### src/rtl/maze_move_ctrl.sv
// maze_move_ctrl: player movement controller for the maze game.
// Sequences each move request through a maze ROM wall lookup, commits open moves,
// throttles further moves by frame count and detects arrival at the exit block.
// Optional feature macro: MAZE_MOVE_COUNT_EN adds a saturating committed-move counter
// on output o_moves.
// Coordinates are 6 bits wide, so MAZE_COLS and MAZE_ROWS must not exceed 64.

module maze_move_ctrl #(
  parameter int unsigned MAZE_COLS       = 40,
  parameter int unsigned MAZE_ROWS       = 30,
  parameter int unsigned START_COL       = 1,
  parameter int unsigned START_ROW       = 1,
  parameter int unsigned EXIT_COL        = 38,
  parameter int unsigned EXIT_ROW        = 28,
  parameter logic [11:0] WALL_RGB        = 12'h000,
  parameter int unsigned COOLDOWN_FRAMES = 4
) (
  input  logic        clk,
  input  logic        rst,
  input  logic        i_up,
  input  logic        i_down,
  input  logic        i_left,
  input  logic        i_right,
  input  logic        i_frame,
  input  logic        i_restart,
  output logic        o_rom_en,
  output logic [10:0] o_rom_addr,
  input  logic [15:0] i_rom_data,
  output logic [5:0]  o_player_bcol,
  output logic [5:0]  o_player_brow,
  output logic [5:0]  o_exit_bcol,
  output logic [5:0]  o_exit_brow,
  output logic        o_bump,
  output logic        o_win,
  output logic        o_busy
`ifdef MAZE_MOVE_COUNT_EN
  ,
  output logic [15:0] o_moves
`endif
);

  localparam int unsigned CntW = (COOLDOWN_FRAMES > 1) ? $clog2(COOLDOWN_FRAMES + 1) : 1;

  localparam logic [5:0] StartCol = 6'(START_COL);
  localparam logic [5:0] StartRow = 6'(START_ROW);
  localparam logic [5:0] ExitCol  = 6'(EXIT_COL);
  localparam logic [5:0] ExitRow  = 6'(EXIT_ROW);
  localparam logic [6:0] ColLimit = 7'(MAZE_COLS);
  localparam logic [6:0] RowLimit = 7'(MAZE_ROWS);

  typedef enum logic [2:0] {
    StIdle,
    StFetch,
    StCheck,
    StCooldown,
    StWin
  } state_e;

  state_e            state_q, state_d;
  logic [5:0]        pcol_q, pcol_d;
  logic [5:0]        prow_q, prow_d;
  logic [5:0]        tcol_q, tcol_d;
  logic [5:0]        trow_q, trow_d;
  logic [CntW-1:0]   cnt_q, cnt_d;
  logic              rom_en_q, rom_en_d;
  logic [10:0]       rom_addr_q, rom_addr_d;
  logic              bump_q, bump_d;
  logic              win_q, win_d;
  logic              busy_q, busy_d;

  logic signed [6:0] cand_col;
  logic signed [6:0] cand_row;
  logic              req_any;
  logic              cand_out;
  logic              is_wall;
  logic              commit;

  // Only the colour field of the ROM word identifies a wall.
  logic unused_rom_bits;
  assign unused_rom_bits = ^i_rom_data[15:12];

  assign is_wall = (i_rom_data[11:0] == WALL_RGB);
  assign commit  = (state_q == StCheck) && !is_wall && !i_restart;

  // Candidate target from the highest-priority request; signed so 0 - 1 reads as negative.
  always_comb begin
    cand_col = $signed({1'b0, pcol_q});
    cand_row = $signed({1'b0, prow_q});
    req_any  = i_up | i_down | i_left | i_right;
    if (i_up) begin
      cand_row = cand_row - 7'sd1;
    end else if (i_down) begin
      cand_row = cand_row + 7'sd1;
    end else if (i_left) begin
      cand_col = cand_col - 7'sd1;
    end else if (i_right) begin
      cand_col = cand_col + 7'sd1;
    end
    // A negative value (sign bit) or one at/after the limit lies outside the grid.
    cand_out = cand_col[6] | cand_row[6] |
               ($unsigned(cand_col) >= ColLimit) | ($unsigned(cand_row) >= RowLimit);
  end

  // Next-state and registered-output logic for the move sequencer.
  always_comb begin
    state_d    = state_q;
    pcol_d     = pcol_q;
    prow_d     = prow_q;
    tcol_d     = tcol_q;
    trow_d     = trow_q;
    cnt_d      = cnt_q;
    rom_en_d   = 1'b0;
    rom_addr_d = 11'd0;
    bump_d     = 1'b0;

    if (i_restart) begin
      state_d = StIdle;
      pcol_d  = StartCol;
      prow_d  = StartRow;
      cnt_d   = '0;
    end else begin
      unique case (state_q)
        StIdle: begin
          if (req_any && !cand_out) begin
            tcol_d     = cand_col[5:0];
            trow_d     = cand_row[5:0];
            rom_en_d   = 1'b1;
            // col + (row << 6), truncated to the 11-bit ROM address.
            rom_addr_d = {cand_row[4:0], cand_col[5:0]};
            state_d    = StFetch;
          end
        end
        StFetch: begin
          state_d = StCheck;
        end
        StCheck: begin
          if (is_wall) begin
            bump_d  = 1'b1;
            state_d = StIdle;
          end else begin
            pcol_d = tcol_q;
            prow_d = trow_q;
            if (tcol_q == ExitCol && trow_q == ExitRow) begin
              state_d = StWin;
            end else if (COOLDOWN_FRAMES == 0) begin
              state_d = StIdle;
            end else begin
              cnt_d   = CntW'(COOLDOWN_FRAMES);
              state_d = StCooldown;
            end
          end
        end
        StCooldown: begin
          if (i_frame) begin
            cnt_d = cnt_q - CntW'(1);
            if (cnt_q == CntW'(1)) begin
              state_d = StIdle;
            end
          end
        end
        StWin: begin
          state_d = StWin;
        end
        default: begin
          state_d = StIdle;
        end
      endcase
    end

    busy_d = (state_d != StIdle);
    win_d  = (state_d == StWin);
  end

  // State and output registers with synchronous active-low reset.
  always_ff @(posedge clk) begin
    if (!rst) begin
      state_q    <= StIdle;
      pcol_q     <= StartCol;
      prow_q     <= StartRow;
      tcol_q     <= StartCol;
      trow_q     <= StartRow;
      cnt_q      <= '0;
      rom_en_q   <= 1'b0;
      rom_addr_q <= 11'd0;
      bump_q     <= 1'b0;
      win_q      <= 1'b0;
      busy_q     <= 1'b0;
    end else begin
      state_q    <= state_d;
      pcol_q     <= pcol_d;
      prow_q     <= prow_d;
      tcol_q     <= tcol_d;
      trow_q     <= trow_d;
      cnt_q      <= cnt_d;
      rom_en_q   <= rom_en_d;
      rom_addr_q <= rom_addr_d;
      bump_q     <= bump_d;
      win_q      <= win_d;
      busy_q     <= busy_d;
    end
  end

`ifdef MAZE_MOVE_COUNT_EN
  logic [15:0] moves_q, moves_d;

  // Committed-move counter; saturates rather than wrapping.
  always_comb begin
    moves_d = moves_q;
    if (i_restart) begin
      moves_d = 16'd0;
    end else if (commit && moves_q != 16'hFFFF) begin
      moves_d = moves_q + 16'd1;
    end
  end

  // Move counter register.
  always_ff @(posedge clk) begin
    if (!rst) begin
      moves_q <= 16'd0;
    end else begin
      moves_q <= moves_d;
    end
  end

  assign o_moves = moves_q;
`else
  logic unused_commit;
  assign unused_commit = commit;
`endif

  assign o_rom_en      = rom_en_q;
  assign o_rom_addr    = rom_addr_q;
  assign o_player_bcol = pcol_q;
  assign o_player_brow = prow_q;
  assign o_exit_bcol   = ExitCol;
  assign o_exit_brow   = ExitRow;
  assign o_bump        = bump_q;
  assign o_win         = win_q;
  assign o_busy        = busy_q;

endmodule
### config.mk
export PLATFORM = sky130hd
export DESIGN_NAME = maze_move_ctrl
export DESIGN_NICKNAME = d
export VERILOG_FILES = /design/src/rtl/maze_move_ctrl.sv
export SDC_FILE = /design/constraint.sdc
export NUM_CORES = 1
export LEC_CHECK = 0
export ABC_CLOCK_PERIOD_IN_PS = 3000
export BUFFER_PORTS_ARGS = -buffer_cell sky130_fd_sc_hd__buf_4
export CORE_MARGIN = 2
export CORE_UTILIZATION = 28
export CTS_CLUSTER_SIZE = 30
export DETAILED_ROUTE_END_ITERATION = 10
export PLACE_DENSITY = 0.47
export SYNTH_ARGS = -nofsm -noshare
export SYNTH_HDL_FRONTEND = slang
export SYNTH_SLANG_ARGS = --single-unit
### constraint.sdc
create_clock -name clk -period 3 [get_ports clk]
set_input_delay 0.45 -clock clk [delete_from_list [all_inputs] [get_ports clk]]
set_output_delay 0.45 -clock clk [all_outputs]
set_load 0.05 [all_outputs]
==> metrics, run 1 <==
I/O Buffers 46; Cell variety after synth 57; Layout fillers 881; vias in the first global route 1839; chip width 96.4 microns; Slew @ Worst Pin 601 ps; Final Cycle Share 89.9%; Seq cells post-synth 45; initial core utilization 29.0%; fin. max-slew vios 0; Synth Warn # 0; Num CTS Buffers 5; Overall Power 1.15 mW; DRC errors left 0; synth top area cells dfxtp_1 (38%), nor2_1 (6.4%), mux2i_1 (5.0%), buf_4 (3.8%), a21oi_1 (3.1%); mux cell area share after synthesis 5.02%; max-cap viol count 0; core area 8260 sq um; final hold vios 0; H-tree levels 2; R2R cell count 7; worst hold path endpoint tcol_q[0]$_SDFFE_PN1P_; RSZ-0062 raised after global routing false; final WL 5990 microns; Final min period 2700 ps; Synth Area in Compound Gates 12.3%; reg-to-reg endpoint tcol_q[1]$_SDFFE_PN0P_; Post-Syn Area 2390 sq um; CP Launch Type flip-flop; GPL Wtd Cong 0.783; DR vias/cell 4.74; root buffer cell clkbuf_8; Synth top area share 37.7%; adder-cell share of the synthesized area 3.14%; Synth Area in XOR/XNOR 4.03%; Finished Layout Cells 435; global-route wire length before repair 9390 microns; Synth Instances 283; die area 9300 sq um; Simple-Gate Fraction of Synth Area 28.7%; Post-Route Skew 6.89 ps; crit-path max FO 17; WHS Path Cells 2; FFs w/ async S/R, synth 0%; maximum VDD drop 0.203 mV; largest net degree at the start of global routing 18; total global routing overflow 0; largest family of logic cells by synthesized area simple AND/OR/NAND/NOR gates; Post CTS Setup Buffer Count 0; setup violators final 0; outcome finished clean; Hold WC Path Type in -> reg; clock slew at reported path FFs 90 ps; Setup CP Type reg -> reg; post-CTS resize count 0; fmax 371 MHz; post-synthesis sequential area ratio 37.7%; initial antenna violation count 0; DP Cell Count 427; share of post-route cells with drive strength above 1 21.8%; R2R setup slack 300 ps; Clock Sink Count 45; Rel. slew slack 60.0%; Pwr per Cell Area 395 nW/um^2; Layout area overhead 21.3%; CTS Buffer Depth 2; Main synth FF type dfxtp_1; Final HPWL DP 4550 microns; Nets 359; worst path arrival time 2930 ps; via count 2064; Boundary Pins 63; Die Y 96.4 microns; DR WL/cell 13.8 microns; Hold Buf Count CTS 0; top cell type by total area after synthesis dfxtp_1; Post-DRT Antenna Nets 0; 1st-iter DRT viols 77; P_leak 1.17 nW; WP data required 3230 ps; origin of the critical flop-to-flop path o_player_bcol[2]$_SDFFE_PP0P_; clock latency on the worst-skew pair 300 ps; # diodes 0; FP Rows 33; Total GRT Usage 13.2%; synthesized area per cell 8.45 sq um; CP endpoint kind flip-flop; Post-synth EDFFs 0; post-route setup TNS 0 ps; CTS tree yes; source of the worst hold timing path rst; DRT Pass-1 Iters 4
## per-layer routing
layer	GRT usage, %	up-vias	wire length (microns)
met1	19.6	964	3120
li1	-	1050	-
met3	2.25	5	233
met4	4.11	0	74
met2	19.3	45	2560
met5	0	-	0
## Yosys cell counts, types with 2 or more instances
cell and number:
dfxtp_1 45, nor2_1 41, nand2_1 18, inv_1 16
a21oi_1 15, buf_4 12, mux2i_1 12, clkbuf_1 11
nand3_1 9, and2_1 6, ha_1 6, xnor2_1 6
nor4_1 5, o211ai_1 5, xor2_1 5, a31oi_1 4
nand2b_1 4, nor4b_1 4, and3_1 3, nand4b_1 3
nor2b_1 3, nor3b_1 3, a2111oi_0 2, and4b_1 2
conb_1 2, nand3b_1 2, nand4_1 2, nor3_1 2
o21ai_0 2, o22ai_1 2, o31ai_1 2, or2_0 2
or2_2 2, or4b_2 2
## worst max path at each step
| stage | startpoint | endpoint | cells after the start |
|---|---|---|---|
| 2_1_floorplan | o_player_brow[2]$_SDFFE_PP0P_ | trow_q[3]$_SDFFE_PN0P_ | 9 |
| 5_1_grt | o_player_bcol[2]$_SDFFE_PP0P_ | tcol_q[1]$_SDFFE_PN0P_ | 7 |
| 6_report | o_player_bcol[2]$_SDFFE_PP0P_ | tcol_q[1]$_SDFFE_PN0P_ | 7 |
| 3_3_place_gp | i_left | tcol_q[1]$_SDFFE_PN0P_ | 8 |
| 3_5_place_dp | i_left | tcol_q[3]$_SDFFE_PN0P_ | 8 |
| 4_1_cts | o_player_bcol[2]$_SDFFE_PP0P_ | tcol_q[1]$_SDFFE_PN0P_ | 7 |
## cell type report
cell class | instances | area (sq um) | share of cell area, %
Multi-Input combinational cell | 206 | 1320 | 45.4
Sequential cell | 45 | 901 | 31.0
Timing Repair Buffer | 54 | 405 | 14.0
Tap cell | 105 | 131 | 4.53
Clock buffer | 6 | 72.6 | 2.50
Inverter | 17 | 63.8 | 2.20
Clock inverter | 2 | 10.0 | 0.345
## flip-flops by register name, indices dropped and copies added, names as in the netlist
register and count:
o_player_bcol 6, o_win 1, o_player_brow 6, o_rom_addr 11, trow_q 6, tcol_q 6, o_rom_en 1, o_busy 1
state_q 3, cnt_q 3, o_bump 1
## cell families after synthesis
logic type                 Yosys count
xor gates and xnor gates            11
other                                2
DFF                                 45
AOI/OAI and AO/OA                   42
muxes                               12
buffers and inverters               42
and+or+nand+nor                    123
adders and majority gates            6
## metrics by stage
stage                     instance area [sq um]  utilization (%)  worst slack (ps)  hold slack, ps
after floorplan                            2430                -               307             432
after global placement                     2820             34.1               243             441
after detailed placement                   2820             34.1               232             451
after CTS                                  2900             35.1               318             416
after global routing                       2900             35.1               157             419
final                                      2900             35.1               304             416
## placed cells by master (no fill, tap or decap), drive strengths merged, types with 2 or more instances in the layout
cell type   n
or2         4
nor4b       4
and2        6
nor2       41
xnor2       6
xor2        5
a311oi      2
or4b        3
and3        3
nand2      18
dfxtp      45
o31ai       2
a31oi       4
inv        16
a2111oi     2
nor3        2
clkbuf      6
nand4       2
a21oi      15
clkinv      3
nand4b      3
o211ai      5
nand2b      4
and4b       2
nor4        5
ha          6
o21ai       2
nand3      10
buf        54
nor3b       3
conb       12
nor2b       3
or4         2
and3b       2
nand3b      2
mux2i      12
o22ai       2
## critical path, stage by stage (launching register included)
cell and delay, ps:
dfxtp_1 410, or4b_4 590, or4_4 430, a311oi_2 360, o21bai_4 220, nand3_4 230
or2_0 270, a21oi_1 110
## where the power goes
group / total [mW] / switching, mW / internal, mW
Clock: 0.370 / 0.209 / 0.162
Sequential: 0.617 / 0.00963 / 0.607
Combinational: 0.160 / 0.107 / 0.0526
Total: 1.15 / 0.325 / 0.822
No activity file was read; power rests on OpenSTA's default activity.
==> run 2, diff against run 1 <==
--- a/config.mk
+++ b/config.mk
@@ -5,13 +5,13 @@
 export SDC_FILE = /design/constraint.sdc
 export NUM_CORES = 1
 export LEC_CHECK = 0
-export ABC_CLOCK_PERIOD_IN_PS = 3000
+export ABC_CLOCK_PERIOD_IN_PS = 2400
 export BUFFER_PORTS_ARGS = -buffer_cell sky130_fd_sc_hd__buf_4
 export CORE_MARGIN = 2
 export CORE_UTILIZATION = 28
 export CTS_CLUSTER_SIZE = 30
 export DETAILED_ROUTE_END_ITERATION = 10
-export PLACE_DENSITY = 0.47
+export PLACE_DENSITY = 0.48
 export SYNTH_ARGS = -nofsm -noshare
 export SYNTH_HDL_FRONTEND = slang
 export SYNTH_SLANG_ARGS = --single-unit
==> constraint.sdc (replaced) <==
create_clock -name clk -period 2.4 [get_ports clk]
set_input_delay 0.36 -clock clk [delete_from_list [all_inputs] [get_ports clk]]
set_output_delay 0.36 -clock clk [all_outputs]
set_load 0.05 [all_outputs]
==> metrics, run 2 (synthesis results as in run 1) <==
RSZ-0062 raised after global routing true; initial core utilization 29.0% (unchanged); crit-path max FO 5 (-12); via count 2210 (+7.1%); most frequent cells in the layout buf_4 (80), nor2_1 (40), dfxtp_1 (40); # diodes 0 (unchanged); FP Rows 33 (unchanged); worst path arrival time 2710 ps (-220 ps); DR vias/cell 4.73 (-0.26%); Setup CP Type reg -> reg; failing checks setup timing; root buffer cell clkbuf_8; CP Launch Type flip-flop; most common cell after layout, fill and taps aside buf_4; Slew @ Worst Pin 705 ps (+104 ps); Post-Route Skew 3.62 ps (-3.27 ps); WP data required 2630 ps (-600 ps); Placed Instance Area 3000 sq um (+6.4%); CTS Buffer Depth 2 (unchanged); global-route wire length before repair 10500 microns (+11%); Final min period 2480 ps (-219 ps); vias in the first global route 2057 (+12%); Layout area overhead 36.3%; H-tree levels 2 (unchanged); chip width 96.4 microns (unchanged); 1st-iter DRT viols 78 (+1.3%); Total GRT Usage 14.5% (+1.4 points); outcome finished with violations; Num CTS Buffers 5 (unchanged); Die Y 96.4 microns (unchanged); CTS tree yes; I/O Buffers 46 (unchanged); Rel. slew slack 53.0% (-7.0 points); Final WS setup -76.2 ps (-381 ps); Pwr per Cell Area 460 nW/um^2 (+16%); CP Cell Sequence or4b_4, or4_4, a311oi_2, o21bai_4, buf_12, nand3_4, or2_1, a21oi_2; Largest register FFs 11 (unchanged); Boundary Pins 63 (unchanged); Overall Power 1.50 mW (+31%); Final Cycle Share 103% (+13 points); die area 9300 sq um (unchanged); slowest stage cell, crit path or4b_4; fmax 404 MHz (+8.9%); Crit path largest cell delay 540 ps (-50 ps); DRT Pass-1 Iters 4 (unchanged); core area 8260 sq um (unchanged); setup violators final 12 (+12); share of post-route cells with drive strength above 1 32.0% (+10 points); Hold WC Path Type in -> reg; Nets 391 (+8.9%); GPL Wtd Cong 0.764 (-2.4%); Clock Sink Count 45 (unchanged); final WL 6400 microns (+6.9%); total global routing overflow 0 (unchanged); Final Cell Area 3260 sq um (+12%); final hold vios 0 (unchanged); maximum VDD drop 0.252 mV (+24%); Finished Layout Cells 467 (+7.4%); largest net degree at the start of global routing 15 (-3); max-cap viol count 0 (unchanged); clock latency on the worst-skew pair 290 ps (about the same); CP endpoint kind flip-flop; DRC errors left 0 (unchanged); clock slew at reported path FFs 80 ps (about the same); DP Cell Count 448 (+4.9%); initial antenna violation count 0 (unchanged); fin. max-slew vios 0 (unchanged); P_leak 1.35 nW (+15%); Final HPWL DP 4720 microns (+3.9%); DR WL/cell 13.7 microns (-0.41%); Core Util, Final 39.5% (+4.4 points); Post-DRT Antenna Nets 0 (unchanged)
run 2: cell types whose count changed in the layout (fill, tap and decap cells not counted), sizes merged:
| cell | delta |
|---|---|
| buf | +30 |
| nand3 | +2 |
| clkbuf | +2 |
| clkinv | -2 |
run 2: layout make-up:
cell class	instances	area [sq um]
Tap cell	105	131
Clock buffer	8	90.1
Timing Repair Buffer	84	654
Multi-Input combinational cell	208	1410
Inverter	17	63.8
Fill cell	862	5000
Sequential cell	45	912
run 2: per-layer routing:
metal  wire length, microns  vias up  part of all wire, %  GRT usage, %
li1                       -     1125                    -             -
met1                   3030     1038                   47          20.3
met2                   3080       42                   48          23.6
met3                    256        5                  4.0          3.18
met4                     30        0                 0.47          2.11
met5                      0        -                    0             0
run 2: final timing paths:
path,from,end,slack [ps],cells after the start
worst max register to register,o_player_bcol[2]$_SDFFE_PP0P_,trow_q[2]$_SDFFE_PN0P_,-80,8
worst max-delay path,o_player_bcol[2]$_SDFFE_PP0P_,trow_q[2]$_SDFFE_PN0P_,-80,8
worst min register to register,cnt_q[1]$_SDFFE_PP0P_,cnt_q[1]$_SDFFE_PP0P_,460,2
worst min-delay path,rst,tcol_q[0]$_SDFFE_PN1P_,330,2
run 2: report_power, final:
part           total, mW  switching (mW)  internal [mW]
clock network      0.485           0.250          0.235
registers          0.765         0.00849          0.757
logic              0.248           0.153         0.0953
total               1.50           0.411           1.09
run 2: what timing repair did:
| item | in CTS | in global routing |
|---|---|---|
| pin swaps | 10 | 8 |
| buffers inserted | 6 | 2 |
| cloned | 3 | 0 |
| hold buffers | 0 | 0 |
| resized for setup | 10 | 6 |
| endpoints found under the setup margin | 27 | 24 |
| hold endpoints to repair | 0 | 0 |
run 2: worst max-delay path: cells and delay by family, from the launching register on:
| kind | cells | cell delay (ps) |
|---|---|---|
| AO/OA/AOI/OAI | 3 | 610 |
| buffers and inverters | 1 | 140 |
| flip-flops | 1 | 340 |
| AND/OR/NAND/NOR | 4 | 1330 |
run 2: metrics by stage:
stage / setup TNS, ps / setup WS [ps] / hold slack, ps
global placement: -2690 / -154 / 442
global route: -2050 / -171 / 325
floorplan: -147 / -55.8 / 432
detailed placement: -2890 / -161 / 450
CTS: -218 / -52.9 / 327
finish: -371 / -76.2 / 329
==> run 3, diff against run 2 <==
--- a/config.mk
+++ b/config.mk
@@ -12,6 +12,7 @@
 export CTS_CLUSTER_SIZE = 30
 export DETAILED_ROUTE_END_ITERATION = 10
 export PLACE_DENSITY = 0.48
+export SETUP_SLACK_MARGIN = 0.15
 export SYNTH_ARGS = -nofsm -noshare
 export SYNTH_HDL_FRONTEND = slang
 export SYNTH_SLANG_ARGS = --single-unit
==> metrics, run 3 (synthesis results as in run 1) <==
outcome finished with violations; failing checks setup timing; Slew @ Worst Pin 638 ps (-67.1 ps); Clock Sink Count 45 (unchanged); Finished Layout Cells 464 (-0.64%); area of the multi-input gates 1470 sq um (+4.3%); share of post-route cells with drive strength above 1 35.9% (+3.9 points); DR WL/cell 13.8 microns (+0.71%); 1st-iter DRT viols 80 (+2.6%); Final HPWL DP 4660 microns (-1.3%); final WL 6410 microns (about the same); R2R cell count 8 (unchanged); Overall Power 1.49 mW (-0.75%); Crit path largest cell delay 530 ps (about the same); via count 2164 (-2.1%); Num CTS Buffers 5 (unchanged); largest net degree at the start of global routing 15 (unchanged); DRT Pass-1 Iters 4 (unchanged); P_leak 1.34 nW (-0.88%); WHS Path Cells 2 (unchanged); Die Y 96.4 microns (unchanged); H-tree levels 2 (unchanged); root buffer cell clkbuf_8; vias in the first global route 1963 (-4.6%); Boundary Pins 63 (unchanged); CP Launch Type flip-flop; most frequent cells in the layout buf_4 (76), dfxtp_1 (38), nor2_1 (32); die area 9300 sq um (unchanged); origin of the critical flop-to-flop path o_player_bcol[2]$_SDFFE_PP0P_; R2R setup slack -10 ps (+70 ps); Total GRT Usage 14.1% (-0.45 points); total global routing overflow 0 (unchanged); Hold WC Path Type in -> reg; fmax 415 MHz (+2.7%); RSZ-0062 raised after global routing true; initial core utilization 29.0% (unchanged); initial antenna violation count 0 (unchanged); FP Rows 33 (unchanged); worst path arrival time 2580 ps (-130 ps); Layout area overhead 37.9%; Final Cycle Share 100% (-2.7 points); fin. max-slew vios 0 (unchanged); Final WS setup -10.3 ps (+65.9 ps); Sequential Area 917 sq um (+0.55%); Final min period 2410 ps (-65.9 ps); setup violators final 2 (-10); DP Cell Count 444 (-0.89%); # diodes 0 (unchanged); Place WS -139 ps (+21.8 ps); Post-Route Skew 8.72 ps (+5.10 ps); WP data required 2570 ps (-60 ps); CP startpoint o_player_bcol[2]$_SDFFE_PP0P_; DR vias/cell 4.66 (-1.4%); core area 8260 sq um (unchanged); Rel. slew slack 57.5% (+4.5 points); GPL Wtd Cong 0.780 (+2.1%); CTS Buffer Depth 2 (unchanged); Crit path buffers/inverters 1 (unchanged); delay-heaviest family, CP simple AND/OR/NAND/NOR gates; CP endpoint kind flip-flop; CTS tree yes; clock slew at reported path FFs 90 ps (about the same); Hold Buf Count CTS 0 (unchanged); chip width 96.4 microns (unchanged); Nets 388 (-0.77%); worst hold path endpoint tcol_q[0]$_SDFFE_PN1P_; reg-to-reg endpoint trow_q[0]$_SDFFE_PN1P_; maximum VDD drop 0.258 mV (+2.5%); Post-DRT Antenna Nets 0 (unchanged); slowest stage cell, crit path or4b_4; Pwr per Cell Area 451 nW/um^2 (-1.9%); Placed Instance Area 2970 sq um (-0.83%); final hold vios 0 (unchanged); crit-path max FO 8 (+3); I/O Buffers 46 (unchanged); Final Cell Area 3300 sq um (+1.2%); source of the worst hold timing path rst; clock latency on the worst-skew pair 300 ps (about the same); max-cap viol count 0 (unchanged); global-route wire length before repair 9980 microns (-4.5%); most common cell after layout, fill and taps aside buf_4; CP Cell Sequence or4b_4, or4_4, a311oi_2, o21bai_4, buf_6, nand3_4, nand2_2, o211ai_1; Setup CP Type reg -> reg; Layout fillers 846 (-1.9%); Largest register FFs 11 (unchanged); DRC errors left 0 (unchanged)
-- run 3: changes by cell type in the layout (fill, tap and decap cells not counted), moves of 3 or more --
cell | previous run | this run
buf_4 | 80 | 76
nor2_4 | 0 | 5
nor2_2 | 1 | 4
nor2_1 | 40 | 32
-- run 3: layout make-up --
class	count	area share, %
sequential	45	27.8
timing repair buffer	81	19.0
multi-input combinational	208	44.6
clock inverter	3	0.493
inverter	17	2.05
tap	105	3.98
clock buffer	5	2.09
-- run 3: through the flow --
stage / hold slack (ps) / TNS [ps] / util, %
final: 339 / -10.6 / 40.0
after CTS: 323 / 0 / 38.9
after detailed placement: 454 / -2420 / 36.0
after floorplan: 432 / -147 / -
after global placement: 443 / -2500 / 36.0
after global routing: 335 / -1360 / 40.0
-- run 3: worst reg2reg max path: stages, from the launching register on --
cell and delay [ps]:
dfxtp_4 340, or4b_4 530, or4_4 420, a311oi_2 310, o21bai_4 230, buf_6 150, nand3_4 110, nand2_2 100
o211ai_1 100
-- run 3: worst max-delay path by stage --
stage | end | depth (start not counted) | slack [ps]
floorplan | trow_q[3]$_SDFFE_PN0P_ | 8 | -60
detailed placement | tcol_q[1]$_SDFFE_PN0P_ | 8 | -140
finish | trow_q[0]$_SDFFE_PN1P_ | 8 | -10
global placement | o_player_bcol[2]$_SDFFE_PP0P_ | 7 | -130
global route | tcol_q[5]$_SDFFE_PN0P_ | 8 | -90
CTS | tcol_q[1]$_SDFFE_PN0P_ | 7 | 10
-- run 3: power by group --
group	internal (mW)	total [mW]	switching, mW	leakage, nW
registers	0.756	0.764	0.00801	0.367
logic	0.0966	0.260	0.164	0.923
clock network	0.202	0.463	0.261	0.0482
-- run 3: routing by layer --
layer  routed length [microns]  global-route usage [%]  vias to the layer above
met1                      3040                    18.9                     1001
met2                      3120                    23.4                       31
met5                         0                       0                        -
met3                       198                    2.72                        7
li1                          -                       -                     1125
met4                        51                    3.17                        0
-- run 3: what timing repair did --
item,CTS,global route
endpoints found under the setup margin,32,32
gates cloned,3,0
pin swaps,11,7
hold endpoints to repair,0,0
gates resized for setup,16,20
buffers inserted,6,3
